===== config.mk =====
export PLATFORM = sky130hd
export DESIGN_NAME = reg_file_onehot
export DESIGN_NICKNAME = d
export VERILOG_FILES = /design/src/rtl/reg_file_onehot.sv
export SDC_FILE = /design/constraint.sdc
export NUM_CORES = 1
export LEC_CHECK = 0
export ABC_AREA = 0
export CORE_MARGIN = 3
export CORE_UTILIZATION = 54
export CTS_CLUSTER_DIAMETER = 200
export DETAILED_ROUTE_END_ITERATION = 7
export GPL_TIMING_DRIVEN = 0
export PLACE_DENSITY = 0.78
export SKIP_CTS_REPAIR_TIMING = 1
export SKIP_LAST_GASP = 1
export SYNTH_ARGS = -nofsm -noshare
export SYNTH_HDL_FRONTEND = slang
export SYNTH_SLANG_ARGS = --single-unit

===== constraint.sdc =====
create_clock -name clk -period 1.9 [get_ports clk]
set_input_delay 0.38 -clock clk [delete_from_list [all_inputs] [get_ports clk]]
set_output_delay 0.38 -clock clk [all_outputs]
set_load 0.02 [all_outputs]

===== src/rtl/reg_file_onehot.sv =====
// ---------------------------------------------------------------------------
// reg_file_onehot
//   NREG x DATA_W register bank driven by one-hot read/write select vectors.
//   - Read data is registered: a ONE read in cycle N shows up in cycle N+1.
//   - A multi-hot (MULTI) select on either vector blocks that access. It also
//     sets a sticky error flag and bumps a saturating error counter.
//   - Register 0 is exported continuously as the accumulator.
//   Build option: define REG_FILE_WR_BYPASS_EN so that a same-cycle write and
//   read of one register returns the new data. Otherwise the old data is
//   returned.
// ---------------------------------------------------------------------------
module reg_file_onehot #(
   parameter int unsigned DATA_W    = 8,
   parameter int unsigned NREG      = 8,
   parameter int unsigned ERR_CNT_W = 4
) (
   input  logic                 clk,
   input  logic                 rst_n,
   input  logic [NREG-1:0]      x_write_en,
   input  logic [NREG-1:0]      x_read_en,
   input  logic [DATA_W-1:0]    wr_data,
   input  logic                 err_clr,
   output logic [DATA_W-1:0]    rd_data,
   output logic                 rd_valid,
   output logic [DATA_W-1:0]    acc_data,
   output logic                 onehot_err,
   output logic [ERR_CNT_W-1:0] err_cnt
);

   localparam logic [ERR_CNT_W-1:0] ERR_CNT_MAX = '1;

   // Two or more bits set. Clearing the lowest set bit leaves a nonzero
   // remainder only for multi-hot vectors.
   function automatic logic is_multi(input logic [NREG-1:0] v);
      return |(v & (v - NREG'(1)));
   endfunction

   logic [DATA_W-1:0]    regs_q [NREG];
   logic [DATA_W-1:0]    regs_d [NREG];
   logic [DATA_W-1:0]    rd_data_q, rd_data_d;
   logic                 rd_valid_q, rd_valid_d;
   logic                 onehot_err_q, onehot_err_d;
   logic [ERR_CNT_W-1:0] err_cnt_q, err_cnt_d;

   logic                 wr_one, wr_multi;
   logic                 rd_one, rd_multi;
   logic                 err_event;
   logic [DATA_W-1:0]    rd_word;

   // Classify both select vectors as ZERO / ONE / MULTI.
   always_comb begin
      wr_multi  = is_multi(x_write_en);
      rd_multi  = is_multi(x_read_en);
      wr_one    = (|x_write_en) && !wr_multi;
      rd_one    = (|x_read_en)  && !rd_multi;
      err_event = wr_multi || rd_multi;
   end

   // Next-state for the register array, read path and error tracking.
   always_comb begin
      // NOTE: every variable gets a default first so no path leaves it unassigned (no latch).
      regs_d       = regs_q;
      rd_word      = '0;
      rd_data_d    = rd_data_q;
      rd_valid_d   = 1'b0;
      onehot_err_d = onehot_err_q;
      err_cnt_d    = err_cnt_q;

      // A ONE write updates only the selected word. A MULTI write is dropped.
      if (wr_one) begin
         for (int i = 0; i < NREG; i++) begin
            if (x_write_en[i]) regs_d[i] = wr_data;
         end
      end

      // AND-OR mux. The select is known to be one-hot wherever this is used.
      for (int i = 0; i < NREG; i++) begin
         if (x_read_en[i]) rd_word = rd_word | regs_q[i];
      end
`ifdef REG_FILE_WR_BYPASS_EN
      // Write-through: the same register written and read returns new data.
      if (wr_one && rd_one && (x_write_en == x_read_en)) rd_word = wr_data;
`endif

      if (rd_one) begin
         rd_data_d  = rd_word;
         rd_valid_d = 1'b1;
      end

      // A MULTI on both vectors is a single event. An event outranks err_clr,
      // so a clear in the same cycle restarts the count at one.
      if (err_event) begin
         onehot_err_d = 1'b1;
         if (err_clr)                       err_cnt_d = ERR_CNT_W'(1);
         else if (err_cnt_q != ERR_CNT_MAX) err_cnt_d = err_cnt_q + ERR_CNT_W'(1);
      end else if (err_clr) begin
         onehot_err_d = 1'b0;
         err_cnt_d    = '0;
      end
   end

   // State registers. The asynchronous reset clears everything, including any
   // read in flight.
   always_ff @(posedge clk or negedge rst_n) begin
      if (!rst_n) begin
         // NOTE: the storage array is reset too, because reads after reset must return zero.
         for (int i = 0; i < NREG; i++) regs_q[i] <= '0;
         rd_data_q    <= '0;
         rd_valid_q   <= 1'b0;
         onehot_err_q <= 1'b0;
         err_cnt_q    <= '0;
      end else begin
         // NOTE: sequential state uses non-blocking assignments only, so all flops update together.
         regs_q       <= regs_d;
         rd_data_q    <= rd_data_d;
         rd_valid_q   <= rd_valid_d;
         onehot_err_q <= onehot_err_d;
         err_cnt_q    <= err_cnt_d;
      end
   end

   assign rd_data    = rd_data_q;
   assign rd_valid   = rd_valid_q;
   assign acc_data   = regs_q[0];
   assign onehot_err = onehot_err_q;
   assign err_cnt    = err_cnt_q;

endmodule


==> results of run 1 <==
-- synth_stat cells, drive strengths merged, types with 3 or more instances --
master  instances
clkbuf         11
nor2            6
nand4           8
inv             4
or3             3
nand2          10
o21ai          12
buf            15
nand2b          5
dfrtp          78
o41ai           8
mux2           65
a21oi           3
a22oi          32
nor4            5
nor3            5
a211oi          3
nand3           4
-- power groups by stage --
| stage | Combinational [mW] | Sequential (mW) | Clock, mW |
|---|---|---|---|
| after global placement | 0.942 | 2.08 | 0 |
| after floorplan | 0.504 | 2.15 | 0 |
| after global routing | 1.08 | 2.10 | 1.36 |
| after detailed placement | 0.980 | 2.10 | 0 |
| final | 1.00 | 2.07 | 1.28 |
| after CTS | 0.983 | 2.07 | 1.30 |
-- cell type report --
class,count,share of cell area
timing repair buffer,51,0.1135
tap,96,0.02477
sequential,78,0.4025
clock inverter,7,0.01677
clock buffer,9,0.02554
multi-input combinational,197,0.3772
inverter,4,0.003096
buffer,23,0.03664
-- kinds of logic (layout without fill, tap and decap cells) --
family	Yosys count	in the layout	synth area share
and+or+nand+nor	57	57	0.09450
muxes	66	66	0.2010
buffers and inverters	30	94	0.04757
adders and majority gates	3	3	0.008472
DFF	78	78	0.5083
AOI/OAI and AO/OA	69	69	0.1356
xor gates and xnor gates	2	2	0.004563
-- registers in the layout, indices dropped and copies added (netlist names) --
register    flops
regs_q         56
rd_valid        1
rd_data         8
acc_data        8
err_cnt         4
onehot_err      1
-- metal layers --
metal	vias up	share of wire	GRT usage
li1	1283	-	-
met4	0	0.029	0.1020
met1	1426	0.44	0.3017
met3	24	0.038	0.05000
met5	-	0	0
met2	72	0.49	0.3671
-- path summary, 6_finish.rpt --
path / from / end / slack [ns] / depth (start not counted)
max: x_read_en[7] / rd_data[1] / -0.20 / 7
min: rst_n / rd_data[7] / 0.41 / 2
max reg2reg: err_cnt[0] / err_cnt[3] / 0.66 / 4
min reg2reg: regs_q[30] / regs_q[30] / 0.50 / 1
max in group asynchronous: rst_n / regs_q[35] / 0.91 / 3
min in group clk: x_read_en[1] / rd_data[2] / 0.48 / 4
==> results.toml, run 1 <==
[floorplan]
die_y_microns = 90.33
die_w_microns = 90.33
dieArea_sq_um = 8159
start_util = 0.5621
row_count = 30
coreArea_sq_um = 6832
io_pins = 49

[timing]
grt_setup_unrepaired = "yes"
clock_skew_ns = 0.008745
finalHoldViolCount = 0
worst_slew_pin_slew_ns = 0.5392
drv_slew = 0
fin_ws_ns = -0.2042
fin_hold_ws_ns = 0.4145
slew_headroom = 0.6395
final.setup.tns_ns = -1.573
period_needed_ns = 2.104
setup_viol = 8
period_share = 1.107
fmax_mhz = 475.2

[critical_path]
crit_type = "input pin to register"
worstPathRequired_ns = 2.14
path_max_fanout = 10
cpPeakStageDelay_ns = 0.67
cp_cell_sequence = "clkdlybuf4s50_1 -> clkbuf_8 -> nor3b_1 -> a221oi_2 -> a21boi_4 -> buf_12 -> mux2_4"
cp_slowest_cell = "clkdlybuf4s50_1"
start_kind = "input pin"
timing.critical_path.buf_inv = 3
crit_family = "buffers and inverters"
critPathArrivalTime_ns = 2.34
crit_path_end_kind = "register"

[hold_path]
hp-class = "input pin to asynchronous set/reset pin"

[grt]
grt_antenna_before_repair = 0
first_global_vias = 2791
grt_pass1_wl_microns = 14630
grt-ovfl-total = 0
track_usage = 0.2296
grt_max_degree = 65

[drt]
drc_errors = 0
drt_iter0_drc = 244
vias_per_cell = 6.032
wl_per_cell_microns = 19.74
drtPass1Iterations = 4
ant_nets = 0
vias = 2805
wl_microns = 9180

[finish]
layout_common_cells = "dfrtp_1 (78), mux2_2 (48), clkdlybuf4s50_1 (33)"
utilization = 0.7099
drive_above_1_share = 0.3360
final_common_cell = "dfrtp_1"
diodes = 0
multi_input_area_sq_um = 1829
seq_area_sq_um = 1952
fin_nets = 392
area_growth_pct = 26.30
stdcell_count = 465
fin_area_sq_um = 4850
num-fill-cells = 492

[synthesis]
ys_warn_count = 0
synth_edf_count = 0
synth_top_area_share = 0.5083
async_flop_share = 1.000
syn_area_per_cell_sq_um = 12.59
ys_ff_latch = 78
synth_top_cell_by_area = "dfrtp_1"
syn_nets = 333
synth_cell_types = 53
synth_cells = 305
netlist_area_sq_um = 3840
ys.flop_type = "dfrtp_1"
ys_seq_area_frac = 0.5083
ys_top_cells_by_area = "dfrtp_1 (51%), mux2_2 (14%), a22oi_1 (6.3%)"

[place]
gp_congestion = 0.8067
io_buffers = 44
dp_slack_ns = -0.9689
placed_area_sq_um = 4473
placedCellCount = 446
dpl.hpwl_microns = 5856

[power_and_ir_drop]
p_per_area_nw_per_um2 = 898.6
vdd_drop_max_v = 0.0006402
p_total_mw = 4.358
power_frac_comb = 0.230
p_sw_mw = 1.272
p_leak_nw = 2.180
clock_power_share = 0.295
p_int_mw = 3.086
swShare = 0.2918
p_seq_frac = 0.476

[outcome]
status = "finished with violations"
violations = "setup timing"

[clock_network]
clock_path_buffers = 2
clock_sink_count = 78
cts_buffers = 9
clock_latency_ns = 0.36
root_buffer = "clkbuf_8"
tritoncts = "built"
clk_pin_slew_ns = 0.09
h-tree-depth = 3

[run]
cap_violations = 0
No activity file was read; power rests on OpenSTA's default activity.
==> run 2, diff against run 1 <==
- CORE_ASPECT_RATIO: unset -> 1.4
- PLACE_DENSITY: 0.78 -> unset
- PLACE_DENSITY_LB_ADDON: unset -> 0.1
==> run 2 against run 1 <==
Effect of this change: the flow still finishes with violations (setup timing); die area grew 0.18%; via count grew 1.7%; sequential power is essentially flat; clock-buffer cell count grew 2; clock power is essentially flat; cell count grew 0.22%; worst setup slack gained 0.051 ns; non-clock buffer count grew 6; total power grew 0.32%; global-route usage is essentially flat; largest cell class unchanged; highest routed layer unchanged.
==> results.toml, run 2 (synthesis results as in run 1) <==
[floorplan]
die_y_microns = 105.8
row_count = 35
start_util = 0.5694
coreArea_sq_um = 6744
die_w_microns = 77.27
io_pins = 49
dieArea_sq_um = 8173

[critical_path]
worstPathRequired_ns = 2.14
critPathArrivalTime_ns = 2.29
timing.critical_path.buf_inv = 2
cpPeakStageDelay_ns = 0.61
crit_family = "simple AND/OR/NAND/NOR gates"
cp_cell_sequence = "buf_12 -> or4_4 -> nor4_4 -> nand2_1 -> a21boi_4 -> buf_6 -> mux2_4"
crit_path_end_kind = "register"
start_kind = "input pin"
crit_type = "input pin to register"
cp_slowest_cell = "or4_4"
path_max_fanout = 8

[clock_network]
clk_pin_slew_ns = 0.08
h-tree-depth = 3
cts_buffers = 9
root_buffer = "clkbuf_8"
clock_sink_count = 78
clock_path_buffers = 2
clock_latency_ns = 0.35
tritoncts = "built"

[place]
placedCellCount = 442
io_buffers = 44
gp_congestion = 0.7841
dpl.hpwl_microns = 5859

[timing]
finalHoldViolCount = 0
period_needed_ns = 2.053
period_share = 1.081
final.setup.tns_ns = -1.189
grt_setup_unrepaired = "yes"
setup_viol = 9
fmax_mhz = 487.0
fin_ws_ns = -0.1535
clock_skew_ns = 0.008858
slew_headroom = 0.5801
worst_slew_pin_slew_ns = 0.6275
drv_slew = 0

[finish]
diodes = 0
largest_register_ffs = 56
fin_nets = 398
regMostFlops = "regs_q"
drive_above_1_share = 0.3663
layout_common_cells = "dfrtp_1 (78), mux2_2 (48), clkdlybuf4s50_1 (34)"
final_common_cell = "dfrtp_1"
stdcell_count = 466
area_growth_pct = 27.96

[grt]
grt_antenna_before_repair = 0
use_met3 = 0.02821
top_usage_layer = "met2"
grt.met2_usage = 0.3962
grt_max_degree = 66
track_usage = 0.2293
first_global_vias = 2806
grt_pass1_wl_microns = 14500
use_met1 = 0.2872
grt-ovfl-total = 0

[power_and_ir_drop]
p_per_area_nw_per_um2 = 889.7
vdd_drop_max_v = 0.0006939
p_leak_nw = 2.211

[drt]
drc_errors = 0
drtPass1Iterations = 4
vias_per_cell = 6.120
wl_microns = 9357
drt_iter0_drc = 180
ant_nets = 0
vias = 2852
wl_per_cell_microns = 20.08

[outcome]
status = "finished with violations"
violations = "setup timing"

[run]
cap_violations = 0

[hold_path]
hp-class = "input pin to asynchronous set/reset pin"
==> run 2: cell count changes in the layout (fill, tap and decap cells not counted), moves of 3 or more <==
cell,change
buf_4,+4
buf_6,+3
clkbuf_2,+3
dlymetal6s2s_1,-3
==> run 2: final cells by class <==
class	count	area, sq um
Sequential cell	78	1952
Clock buffer	11	151.4
Inverter	4	15.01
Fill cell	509	1831
Clock inverter	4	55.05
Multi-Input combinational cell	197	1866
Timing Repair Buffer	57	576.8
Buffer	23	182.7
Tap cell	92	115.1
==> run 2: power breakdown <==
| group | internal, mW | total (mW) | switching, mW | leakage, nW |
|---|---|---|---|---|
| clock | 0.678 | 1.29 | 0.611 | 0.102 |
| combinational | 0.551 | 1.01 | 0.459 | 1.08 |
| sequential | 1.92 | 2.07 | 0.152 | 1.03 |
| total | 3.15 | 4.37 | 1.22 | 2.21 |
==> run 2: routing by layer <==
layer / vias to the layer above / wire, microns
li1: 1281 / -
met1: 1462 / 3945
met2: 85 / 4709
met3: 24 / 439
met4: 0 / 262
met5: - / 0
==> run 2: path summary, 6_finish.rpt <==
path | start | end | slack, ns | depth (start not counted)
min in group clk | x_read_en[1] | rd_data[1] | 0.45 | 4
hold reg to reg | regs_q[30] | regs_q[30] | 0.49 | 1
setup / recovery | x_read_en[1] | rd_data[0] | -0.15 | 7
max in group asynchronous | rst_n | regs_q[43] | 0.89 | 3
hold / removal | rst_n | err_cnt[2] | 0.43 | 2
setup reg to reg | err_cnt[0] | err_cnt[3] | 0.71 | 4
==> run 2: worst reg2reg max path: cells and delay by family (launching register included) <==
kind	cells	cell delay, ns
flip-flops	1	0.41
AND/OR/NAND/NOR	1	0.21
adder cells (fa/ha/maj)	1	0.25
AO/OA/AOI/OAI	2	0.21
==> run 2: stage by stage <==
stage | instance area, sq um | setup WS, ns | hold WS [ns] | power (mW) | util
after floorplan | 3887 | -0.2434 | 0.08441 | 2.656 | -
after global placement | 4443 | -2.280 | 0.4699 | 3.034 | 0.6588
after detailed placement | 4468 | -0.9882 | 0.2503 | 3.074 | 0.6625
after CTS | 4674 | -0.6599 | -0.1300 | 4.353 | 0.6931
after global routing | 4913 | -0.2167 | 0.4656 | 4.560 | 0.7286
final | 4913 | -0.1535 | 0.4286 | 4.372 | 0.7286
